===== src/rtl/fp32_pkg.sv =====
`default_nettype none
// ============================================================================
//  Module      : fp32_pkg
//  Description : Shared IEEE-754 binary32 types and constants for the FP
//                datapath (divider and multiplier).
//                fp32_t          packed {sign, exp[7:0], frac[22:0]}
//                EXP_BIAS        exponent bias (127)
//                QNAN / POS_INF  canonical quiet NaN and +infinity
//                fp_div_state_t  divider control states
//  Revision    : 1.0 - initial release
// ============================================================================
package fp32_pkg;

    typedef struct packed {
        logic        sign;
        logic [7:0]  exp;
        logic [22:0] frac;
    } fp32_t;

    localparam int          EXP_BIAS = 127;
    localparam logic [31:0] QNAN     = 32'h7FC0_0000;
    localparam logic [31:0] POS_INF  = 32'h7F80_0000;

    typedef enum logic [2:0] {
        IDLE   = 3'd0,
        CHECK  = 3'd1,
        DIVIDE = 3'd2,
        ROUND  = 3'd3,
        DONE   = 3'd4
    } fp_div_state_t;

endpackage
`default_nettype wire


===== src/rtl/fp32_classify.sv =====
`default_nettype none
// ============================================================================
//  Module      : fp32_classify
//  Description : Combinational binary32 operand classifier. Subnormals are
//                treated as zero (flush-to-zero datapath).
//  Ports       : operand_i  [31:0] binary32 operand
//                sign_o            sign bit
//                is_zero_o         exponent field == 0
//                is_inf_o          exponent all ones, fraction zero
//                is_nan_o          exponent all ones, fraction nonzero
//                mant24_o   [23:0] mantissa with hidden one restored
//  Revision    : 1.0 - initial release
// ============================================================================
module fp32_classify
    import fp32_pkg::*;
(
    input  logic [31:0] operand_i,
    output logic        sign_o,
    output logic        is_zero_o,
    output logic        is_inf_o,
    output logic        is_nan_o,
    output logic [23:0] mant24_o
);

    fp32_t w_op;
    logic  w_exp_max;

    assign w_op      = fp32_t'(operand_i);
    assign w_exp_max = &w_op.exp;

    assign sign_o    = w_op.sign;
    assign is_zero_o = (w_op.exp == 8'd0);
    assign is_inf_o  = w_exp_max && (w_op.frac == 23'd0);
    assign is_nan_o  = w_exp_max && (w_op.frac != 23'd0);
    assign mant24_o  = {1'b1, w_op.frac};

endmodule
`default_nettype wire


===== src/rtl/divider32_fp.sv =====
`default_nettype none
// ============================================================================
//  Module      : divider32_fp
//  Description : Iterative binary32 divider (a_i / b_i). Restoring
//                shift-subtract, one quotient bit per clock, round to
//                nearest even, subnormals flushed to zero.
//  Ports       : clk, rst (async, active high)
//                start_i        operand valid, sampled only when idle
//                a_i, b_i       dividend / divisor
//                quotient_o     result, held until rewritten
//                done_o         one-cycle result-valid pulse
//                busy_o         start acceptance through done_o
//                nan_o, infinit_o, overflow_o, underflow_o, div_by_zero_o
//  Revision    : 1.0 - initial release
// ============================================================================
module divider32_fp
    import fp32_pkg::*;
#(
    parameter int QBITS = 26
)(
    input  logic        clk,
    input  logic        rst,
    input  logic        start_i,
    input  logic [31:0] a_i,
    input  logic [31:0] b_i,
    output logic [31:0] quotient_o,
    output logic        done_o,
    output logic        busy_o,
    output logic        nan_o,
    output logic        infinit_o,
    output logic        overflow_o,
    output logic        underflow_o,
    output logic        div_by_zero_o
);

    localparam int                 c_CNT_W     = $clog2(QBITS);
    localparam logic [c_CNT_W-1:0] c_LAST_ITER = c_CNT_W'(QBITS - 1);
    // Quotient bits below the round bit only exist when QBITS > 26; they fold into sticky.
    localparam logic [QBITS-1:0]   c_LOW_MASK  = (QBITS'(1) << (QBITS - 26)) - QBITS'(1);

    fp_div_state_t     r_state, w_next_state;
    fp32_t             r_a, r_b;
    logic              r_sign;
    logic signed [9:0] r_exp;
    logic [24:0]       r_rem;
    logic [23:0]       r_div;
    logic [QBITS-1:0]  r_q;
    logic [c_CNT_W-1:0] r_cnt;
    logic [31:0]       r_quot;
    logic              r_done, r_busy, r_nan, r_inf, r_ovf, r_unf, r_dbz;

    logic        w_a_sign, w_a_zero, w_a_inf, w_a_nan;
    logic        w_b_sign, w_b_zero, w_b_inf, w_b_nan;
    logic [23:0] w_mant_a, w_mant_b;

    fp32_classify u_class_a (
        .operand_i (r_a),
        .sign_o    (w_a_sign),
        .is_zero_o (w_a_zero),
        .is_inf_o  (w_a_inf),
        .is_nan_o  (w_a_nan),
        .mant24_o  (w_mant_a)
    );

    fp32_classify u_class_b (
        .operand_i (r_b),
        .sign_o    (w_b_sign),
        .is_zero_o (w_b_zero),
        .is_inf_o  (w_b_inf),
        .is_nan_o  (w_b_nan),
        .mant24_o  (w_mant_b)
    );

    // ---------------- operand check ----------------
    logic              w_sign_ab;
    logic              w_special, w_sp_nan, w_sp_inf, w_sp_dbz;
    logic [31:0]       w_sp_quot;
    logic signed [9:0] w_exp_init;
    logic              w_dvd_lt;

    assign w_sign_ab  = w_a_sign ^ w_b_sign;
    assign w_exp_init = $signed({2'b00, r_a.exp}) - $signed({2'b00, r_b.exp})
                        + 10'(EXP_BIAS);
    assign w_dvd_lt   = (w_mant_a < w_mant_b);

    always_comb begin
        w_special = 1'b1;
        w_sp_nan  = 1'b0;
        w_sp_inf  = 1'b0;
        w_sp_dbz  = 1'b0;
        w_sp_quot = {w_sign_ab, 31'd0};
        if (w_a_nan || w_b_nan || (w_a_inf && w_b_inf) || (w_a_zero && w_b_zero)) begin
            w_sp_nan  = 1'b1;
            w_sp_quot = QNAN;
        end else if (w_a_inf) begin
            w_sp_inf  = 1'b1;
            w_sp_quot = {w_sign_ab, POS_INF[30:0]};
        end else if (w_b_zero) begin
            w_sp_inf  = 1'b1;
            w_sp_dbz  = 1'b1;
            w_sp_quot = {w_sign_ab, POS_INF[30:0]};
        end else if (!(w_a_zero || w_b_inf)) begin
            w_special = 1'b0;
        end
    end

    // ---------------- divide step ----------------
    logic        w_ge;
    logic [24:0] w_rem_sub;

    assign w_ge      = (r_rem >= {1'b0, r_div});
    assign w_rem_sub = w_ge ? (r_rem - {1'b0, r_div}) : r_rem;

    // ---------------- rounding ----------------
    logic              w_lsb, w_guard, w_rnd, w_sticky, w_inc, w_carry;
    logic [23:0]       w_mant_sum;
    logic signed [9:0] w_exp_rnd;

    assign w_lsb      = r_q[QBITS-24];
    assign w_guard    = r_q[QBITS-25];
    assign w_rnd      = r_q[QBITS-26];
    assign w_sticky   = ((r_q & c_LOW_MASK) != '0) || (r_rem != 25'd0);
    assign w_inc      = w_guard & (w_rnd | w_sticky | w_lsb);
    assign w_mant_sum = r_q[QBITS-1 -: 24] + {23'd0, w_inc};
    // The leading quotient bit is always 1, so a cleared MSB after the
    // increment means the mantissa wrapped to 1.0 (fraction bits are zero).
    assign w_carry    = ~w_mant_sum[23];
    assign w_exp_rnd  = r_exp + $signed({9'd0, w_carry});

    // ---------------- control ----------------
    always_ff @(posedge clk or posedge rst) begin
        if (rst) r_state <= IDLE;
        else     r_state <= w_next_state;
    end

    always_comb begin
        w_next_state = r_state;
        case (r_state)
            IDLE:    if (start_i) w_next_state = CHECK;
            CHECK:   w_next_state = w_special ? DONE : DIVIDE;
            DIVIDE:  if (r_cnt == c_LAST_ITER) w_next_state = ROUND;
            ROUND:   w_next_state = DONE;
            DONE:    w_next_state = IDLE;
            default: w_next_state = IDLE;
        endcase
    end

    // ---------------- datapath / outputs ----------------
    always_ff @(posedge clk or posedge rst) begin
        if (rst) begin
            r_a    <= '0;
            r_b    <= '0;
            r_sign <= 1'b0;
            r_exp  <= '0;
            r_rem  <= '0;
            r_div  <= '0;
            r_q    <= '0;
            r_cnt  <= '0;
            r_quot <= '0;
            r_done <= 1'b0;
            r_busy <= 1'b0;
            r_nan  <= 1'b0;
            r_inf  <= 1'b0;
            r_ovf  <= 1'b0;
            r_unf  <= 1'b0;
            r_dbz  <= 1'b0;
        end else begin
            r_done <= 1'b0;
            // busy spans the done pulse, then drops unless a new start lands
            if (r_done) r_busy <= 1'b0;
            case (r_state)
                IDLE: begin
                    if (start_i) begin
                        r_a    <= fp32_t'(a_i);
                        r_b    <= fp32_t'(b_i);
                        r_busy <= 1'b1;
                        r_nan  <= 1'b0;
                        r_inf  <= 1'b0;
                        r_ovf  <= 1'b0;
                        r_unf  <= 1'b0;
                        r_dbz  <= 1'b0;
                    end
                end
                CHECK: begin
                    r_sign <= w_sign_ab;
                    if (w_special) begin
                        r_quot <= w_sp_quot;
                        r_nan  <= w_sp_nan;
                        r_inf  <= w_sp_inf;
                        r_dbz  <= w_sp_dbz;
                    end else begin
                        // pre-normalise so the quotient lands in [1,2)
                        r_exp <= w_dvd_lt ? (w_exp_init - 10'sd1) : w_exp_init;
                        r_rem <= w_dvd_lt ? {w_mant_a, 1'b0} : {1'b0, w_mant_a};
                        r_div <= w_mant_b;
                        r_q   <= '0;
                        r_cnt <= '0;
                    end
                end
                DIVIDE: begin
                    r_q   <= {r_q[QBITS-2:0], w_ge};
                    r_rem <= w_rem_sub << 1;
                    r_cnt <= r_cnt + c_CNT_W'(1);
                end
                ROUND: begin
                    if (w_exp_rnd >= 10'sd255) begin
                        r_quot <= {r_sign, POS_INF[30:0]};
                        r_ovf  <= 1'b1;
                        r_inf  <= 1'b1;
                    end else if (w_exp_rnd <= 10'sd0) begin
                        r_quot <= {r_sign, 31'd0};
                        r_unf  <= 1'b1;
                    end else begin
                        r_quot <= {r_sign, w_exp_rnd[7:0], w_mant_sum[22:0]};
                    end
                end
                DONE: r_done <= 1'b1;
                default: ;
            endcase
        end
    end

    assign quotient_o    = r_quot;
    assign done_o        = r_done;
    assign busy_o        = r_busy;
    assign nan_o         = r_nan;
    assign infinit_o     = r_inf;
    assign overflow_o    = r_ovf;
    assign underflow_o   = r_unf;
    assign div_by_zero_o = r_dbz;

endmodule
`default_nettype wire


===== config.mk =====
export PLATFORM = sky130hd
export DESIGN_NAME = divider32_fp
export DESIGN_NICKNAME = d
export VERILOG_FILES = /design/src/rtl/fp32_pkg.sv /design/src/rtl/fp32_classify.sv /design/src/rtl/divider32_fp.sv
export SDC_FILE = /design/constraint.sdc
export NUM_CORES = 1
export LEC_CHECK = 0
export ABC_AREA = 1
export ABC_CLOCK_PERIOD_IN_PS = 15000
export BUFFER_PORTS_ARGS = -buffer_cell sky130_fd_sc_hd__buf_2
export CORE_MARGIN = 4
export CORE_UTILIZATION = 60
export CTS_CLUSTER_SIZE = 12
export DETAILED_ROUTE_END_ITERATION = 6
export GPL_ROUTABILITY_DRIVEN = 0
export PLACE_DENSITY = 0.8
export SLEW_MARGIN = 20
export SYNTH_ARGS = -nofsm -noshare
export SYNTH_HDL_FRONTEND = slang
export SYNTH_SLANG_ARGS = --single-unit
export TNS_END_PERCENT = 1

===== constraint.sdc =====
create_clock -name clk -period 15 [get_ports clk]
set_clock_uncertainty 0.15 [all_clocks]
set_input_delay 2.25 -clock clk [delete_from_list [all_inputs] [get_ports clk]]
set_output_delay 2.25 -clock clk [all_outputs]
set_load 0.05 [all_outputs]

==> results of run 1 <==
==> cells by family after synthesis <==
family                     after synthesis  synth area share, %
AOI/OAI and AO/OA                      250                 10.9
xor gates and xnor gates                42                 2.96
adders and majority gates               63                 6.45
buffers and inverters                  295                 9.58
DFF                                    197                 39.6
and+or+nand+nor                        871                 30.5
==> placed cells by master, fill, tap and decap left out, types with 3 or more instances in the layout <==
master and n:
nand2_1 522, inv_1 215, dfrtp_1 197, nor2_1 111, buf_2 105, nand3_1 103
o21ai_0 102, ha_1 61, nand4_1 58, o21ai_1 50, a21oi_1 49, xor2_1 34
o22ai_1 27, inv_2 24, nand2_2 19, clkbuf_16 17, nor4_1 12, nor3_1 12
nand3_2 10, o211ai_1 9, xnor2_1 8, nand3b_1 6, inv_6 6, o21bai_1 5
nor2_2 5, nor2_4 4, buf_4 4, inv_8 3, clkinv_2 3
==> metal layers <==
| layer | vias to the layer above | wire length, um |
|---|---|---|
| met3 | 52 | 2060 |
| met4 | 0 | 599 |
| li1 | 5707 | - |
| met5 | - | 0 |
| met1 | 5434 | 14500 |
| met2 | 402 | 14100 |
==> area by class of cell <==
cell class,instances,share of cell area [%]
clock buffers,17,3.12
inverters,242,6.71
repair buffers,110,4.15
flip-flops and latches,197,36.1
clock inverters,15,1.02
multi-input cells,1226,46.4
well taps,270,2.47
==> critical path: stages, from the launching register on <==
cell and delay, ns:
dfrtp_1 0.44, inv_1 0.11, nand4_1 0.10, nor2_1 0.26, nand3_1 0.19, nor2_1 0.16
nor2_1 0.07, nand3_2 0.05, buf_4 0.49, nand2_2 0.79, inv_2 0.63, nand2_1 0.13
nand2_1 0.10
==> flip-flops by register name, indices dropped and copies added (netlist names) <==
register	cells
done_o	1
underflow_o	1
busy_o	1
r_rem	25
div_by_zero_o	1
infinit_o	1
r_cnt	5
quotient_o	32
r_b	32
r_div	24
r_a	32
r_exp	10
r_q	26
nan_o	1
r_state	3
overflow_o	1
r_sign	1
==> path summary, 6_finish.rpt <==
| check | startpoint | slack, ns | endpoint |
|---|---|---|---|
| min in group asynchronous | rst | 1.81 | quotient_o[18]$_DFFE_PP0P_ |
| max in group asynchronous | rst | 11.65 | r_exp[9]$_DFFE_PP0P_ |
| worst max register to register | r_a[2]$_DFFE_PP0P_ | 11.20 | r_rem[12]$_DFFE_PP0P_ |
| worst max-delay path | r_a[2]$_DFFE_PP0P_ | 11.20 | r_rem[12]$_DFFE_PP0P_ |
| worst min-delay path | quotient_o[23]$_DFFE_PP0P_ | 0.33 | quotient_o[23]$_DFFE_PP0P_ |
| worst min register to register | quotient_o[23]$_DFFE_PP0P_ | 0.33 | quotient_o[23]$_DFFE_PP0P_ |
==> per-stage QoR <==
stage          hold WS (ns)  setup slack, ns  util, %
6_report              0.332            11.20     67.2
5_1_grt               0.356            10.74     67.2
2_1_floorplan         0.275             7.23        -
3_3_place_gp          0.282            10.82     64.4
3_5_place_dp          0.314            10.79     64.4
4_1_cts               0.333            11.22     67.2
==> out/metrics.cfg, run 1 <==
[worst_setup_path]
r2r_cells=12
worstPathRequired_ns=15.22
path_max_fanout=66
worstSetupEndpointType=register
critical_path_class=register to register
cp_data_arrival_time_ns=4.02
worstSetupStartpointType=register

[global_routing]
antenna_found_initial=0
gr-total-overflow=0
grt_busiest_layer=met2
met2_usage_pct=42.0
gr-usage-met3_pct=4.52
grt_max_degree=122
grt_use_total_pct=26.9
grt_pass1_wl_mm=52.7
grt_use_met1_pct=39.0
grt_pass1_vias=10900

[min_path]
hp-class=register to register
hold_depth=2

[yosys]
postSynth.asyncResetShare_pct=100
seq_area_frac_synth_pct=39.6
synth_edf_count=0
ys_warn_count=0
synth.area.top_cells=dfrtp_1, nand2_1, inv_1
synth.avg_cell_area_um2=7.25
ys_ff_latch=197
synth.top_cell.area_share_pct=39.6
syn_nets=1848
synthCells=1718
synth_cell_types=48
yosysTopAreaCell=dfrtp_1
yosys_most_used_dff=dfrtp_1
synth.most_common_cell=nand2_1
synthTopCellsByCount=nand2_1, inv_1, dfrtp_1
synth.cell_area_um2=12400

[floorplan]
die_w_um=152
fp-row-count=52
io_pins=106
initial_core_util_pct=61.3
core_um2=20300
dieHeight_um=152
die_area_um2=23100

[clock_tree]
cts.htree.levels=4
cts_max_path_buffers=2
clock-root-buffer=clkbuf_16
clkTransAtPathRegs_ns=0.08
clkSinkCount=197
cts_tree=done
post_cts_buffers=0
post_cts_resized=0
clock_latency_ns=0.44
hold_buffers=0
cts_buffers=17

[cells_and_area]
stdcell_count=2077
area_growth_pct=9.66
multi_input_area_um2=6340
drive_above_1_share_pct=11.7
num-fill-cells=1715
postLayoutCellArea_um2=13700
seqCellArea_um2=4930
antenna_cells=0
final_net_count=1924

[placement]
port_buffers=105
place_inst=2045
dpl_cell_area_um2=13100
post-dp-hpwl_mm=22.9

[routing]
drt-pass1-iter-count=5
post_drt_via_cell_ratio=5.58
drt-initial-drc-count=1044
drc_errors=0
finalWirelength_mm=31.2
detail_route.wl_per_cell_um=15.0
ant_nets=0
vias=11600

[run_status]
status=finished clean

[timing]
slew_viol_final=0
finalCritPeriodShare_pct=25.4
slew-limit-headroom_pct=27.3
max_clock_freq_mhz=263
worstMarginPinSlew_ns=1.09
finalHoldViolCount=0
fin_tns_setup_ns=0
rsz0062_at_grt=false
period_needed_ns=3.80
setup_viol=0

[job]
cap_viol_max_count=0

Power of run 1 is left out: the tool's default activity adds up to more than one toggle a clock period on the data nets, which glitch-free logic cannot reach.
==> inputs of run 2 (changes only) <==
ABC_CLOCK_PERIOD_IN_PS = 3700   (was 15000)
clock period = 3.7 ns   (was 15 ns; I/O delays follow)
==> run 2 against run 1 <==
Against the previous run:
- the run now ends with DRC left
- core utilization rose by 1.1 points
- worst hold slack got worse by 0.17 ns
- register-to-register slack got worse by 11 ns
- first-iteration DRC count rose by 0.38%
- fmax rose by 12%
- via count rose by 0.13%
- die area did not move
- setup slack got worse by 11 ns
- critical path depth rose by 9
- cell area rose by 1.6%
- sequential share of layout area fell by 0.57 points
- critical path type unchanged
- critical endpoint is now quotient_o[4]$_DFFE_PP0P_
==> out/metrics.cfg, run 2 (synthesis results as in run 1) <==
[worst_setup_path]
worstSetupStartpointType=register  ; unchanged
critPathSlowestCell=dfrtp_1  ; was nand2_2
worstPathRequired_ns=3.92  ; was 15.22 ns
cp_data_arrival_time_ns=3.63  ; was 4.02 ns
path_delay_family=simple AND/OR/NAND/NOR gates  ; unchanged
cp_num_buf_inv=6  ; was 3
path_cells=nand2_1 -> inv_1 -> nand3_1 -> inv_1 -> nand2_2 -> nor4_4 -> xor2_1 -> inv_1 -> ha_2 -> ha_2 -> nand4_1 -> inv_1 -> nand2_1 -> nor2_1 -> xor2_1 -> inv_1 -> nand3_1 -> nand2_2 -> inv_2 -> nand3_2 -> o21ai_1  ; was inv_1 -> nand4_1 -> nor2_1 -> nand3_1 -> nor2_1 -> nor2_1 -> nand3_2 -> buf_4 -> nand2_2 -> inv_2 -> nand2_1 -> nand2_1
path_max_fanout=10  ; was 66
slowest_delay_ns=0.37  ; was 0.79 ns
critical_path_class=register to register  ; unchanged
path_common_cell=inv_1  ; was nor2_1
worstSetupEndpointType=register  ; unchanged

[job]
cap_viol_max_count=0  ; unchanged

[min_path]
hp-class=primary input to register  ; was register to register

[global_routing]
grt_max_degree=93  ; was 122
grt_use_total_pct=27.0  ; was 26.9%
grt_pass1_wl_mm=52.6  ; was 52.7 mm
gr-total-overflow=0  ; unchanged
antenna_found_initial=0  ; unchanged
grt_pass1_vias=10900  ; about the same

[clock_tree]
clkSinkCount=197  ; unchanged
cts_tree=done  ; unchanged
clock-root-buffer=clkbuf_16  ; unchanged
cts_buffers=17  ; unchanged
post_cts_buffers=0  ; unchanged
cts.htree.levels=4  ; unchanged
clkTransAtPathRegs_ns=0.08  ; about the same
hold_buffers=0  ; unchanged
clock_latency_ns=0.44  ; about the same
cts_max_path_buffers=2  ; unchanged

[timing]
slew-limit-headroom_pct=35.4  ; was 27.3%
finalHoldViolCount=0  ; unchanged
layout_setup_ws_ns=0.293  ; was 11.20 ns
worstMarginPinSlew_ns=0.967  ; was 1.09 ns
setup_viol=0  ; unchanged
period_needed_ns=3.41  ; was 3.80 ns
whs_ns=0.158  ; was 0.332 ns
slew_viol_final=0  ; unchanged
finalCritPeriodShare_pct=92.1  ; was 25.4%
max_clock_freq_mhz=294  ; was 263 MHz

[pwr]
power_uw=14900
leakage_uw=0.00712
peakVddDrop_mv=0.521
power_density_nw_per_um2=1070

[floorplan]
core_um2=20300  ; unchanged
dieHeight_um=152  ; unchanged
die_w_um=152  ; unchanged
fp-row-count=52  ; unchanged
initial_core_util_pct=61.3  ; unchanged
io_pins=106  ; unchanged
die_area_um2=23100  ; unchanged

[routing]
wl_met1_mm=14.0  ; was 14.5 mm
ant_nets=0  ; unchanged
top_layer=met4  ; unchanged
drt-pass1-iter-count=7  ; was 5
post_drt_via_cell_ratio=5.56  ; was 5.58
routed-wl-met3_mm=2.47  ; was 2.06 mm
drc_errors=1  ; was 0
vias=11600  ; about the same
finalWirelength_mm=31.5  ; was 31.2 mm
wl_met2_mm=14.5  ; was 14.1 mm
drt-initial-drc-count=1048  ; was 1,044
detail_route.wl_per_cell_um=15.1  ; was 15.0 um

[cells_and_area]
final_net_count=1934  ; was 1,924
drive_above_1_share_pct=12.5  ; was 11.7%
multi_input_area_um2=6390  ; was 6340 um2
final_cell_mix=nand2_1, inv_1, dfrtp_1  ; unchanged
final_common_cell=nand2_1  ; unchanged
num-fill-cells=1669  ; was 1,715
area_growth_pct=11.4  ; was 9.66%
seqCellArea_um2=4930  ; unchanged
stdcell_count=2087  ; was 2,077
antenna_cells=0  ; unchanged

[placement]
post-dp-hpwl_mm=23.2  ; was 22.9 mm
place_inst=2054  ; was 2,045
port_buffers=105  ; unchanged
pre_cts_slack_ns=0.0681  ; was 10.79 ns

[run_status]
violations=DRC
status=finished, violations left  ; was finished clean

-- run 2: through the flow --
stage	area [um2]	TNS, ns	utilization [%]
4_1_cts	13800	0	68.1
5_1_grt	13900	-0.103	68.3
6_report	13900	0	68.3
2_1_floorplan	12500	0	-
3_3_place_gp	13200	0	65.0
3_5_place_dp	13200	0	65.0
-- run 2: path summary, 6_finish.rpt --
kind                                  startpoint  cells past startpoint  slack (ns)                         end
min in group asynchronous                    rst                      2        0.17  quotient_o[20]$_DFFE_PP0P_
setup reg to reg              r_q[1]$_DFFE_PP0P_                     21        0.29   quotient_o[4]$_DFFE_PP0P_
max in group asynchronous                    rst                      3        2.40         r_a[13]$_DFFE_PP0P_
hold / removal                           a_i[28]                      3        0.16         r_a[28]$_DFFE_PP0P_
hold reg to reg            r_div[23]$_DFFE_PP0P_                      2        0.32       r_div[23]$_DFFE_PP0P_
setup / recovery              r_q[1]$_DFFE_PP0P_                     21        0.29   quotient_o[4]$_DFFE_PP0P_
-- run 2: routing by layer --
metal / vias up / global-route usage [%]
met4: 0 / 6.38
met2: 480 / 43.1
met3: 47 / 5.32
li1: 5728 / -
met5: - / 0
met1: 5355 / 38.5
-- run 2: worst reg2reg max path, cell delays in order (launching register included) --
cell	delay [ns]
dfrtp_1	0.37
nand2_1	0.06
inv_1	0.10
nand3_1	0.15
inv_1	0.15
nand2_2	0.12
nor4_4	0.20
xor2_1	0.11
inv_1	0.07
ha_2	0.22
ha_2	0.24
nand4_1	0.16
inv_1	0.11
nand2_1	0.07
nor2_1	0.11
xor2_1	0.15
inv_1	0.08
nand3_1	0.08
nand2_2	0.08
inv_2	0.12
nand3_2	0.24
o21ai_1	0.21
-- run 2: timing repair --
action | in CTS | in global routing
endpoints found under the hold margin | 0 | 0
resized for setup | 0 | 8
setup endpoints to repair | 0 | 30
-- run 2: report_power, final --
part	total [uW]	switching (uW)	internal, uW
Combinational	9340	6300	3030
Clock	1940	947	990
Sequential	3630	650	2980
-- run 2: area by class of cell --
class                      count  area share (%)
inverter                     242            6.58
sequential                   197            35.5
multi-input combinational   1227            46.0
tap                          270            2.44
clock buffer                  17            3.07
clock inverter                15            1.43
timing repair buffer         119            4.91
Power figures use the tool's default switching activity.
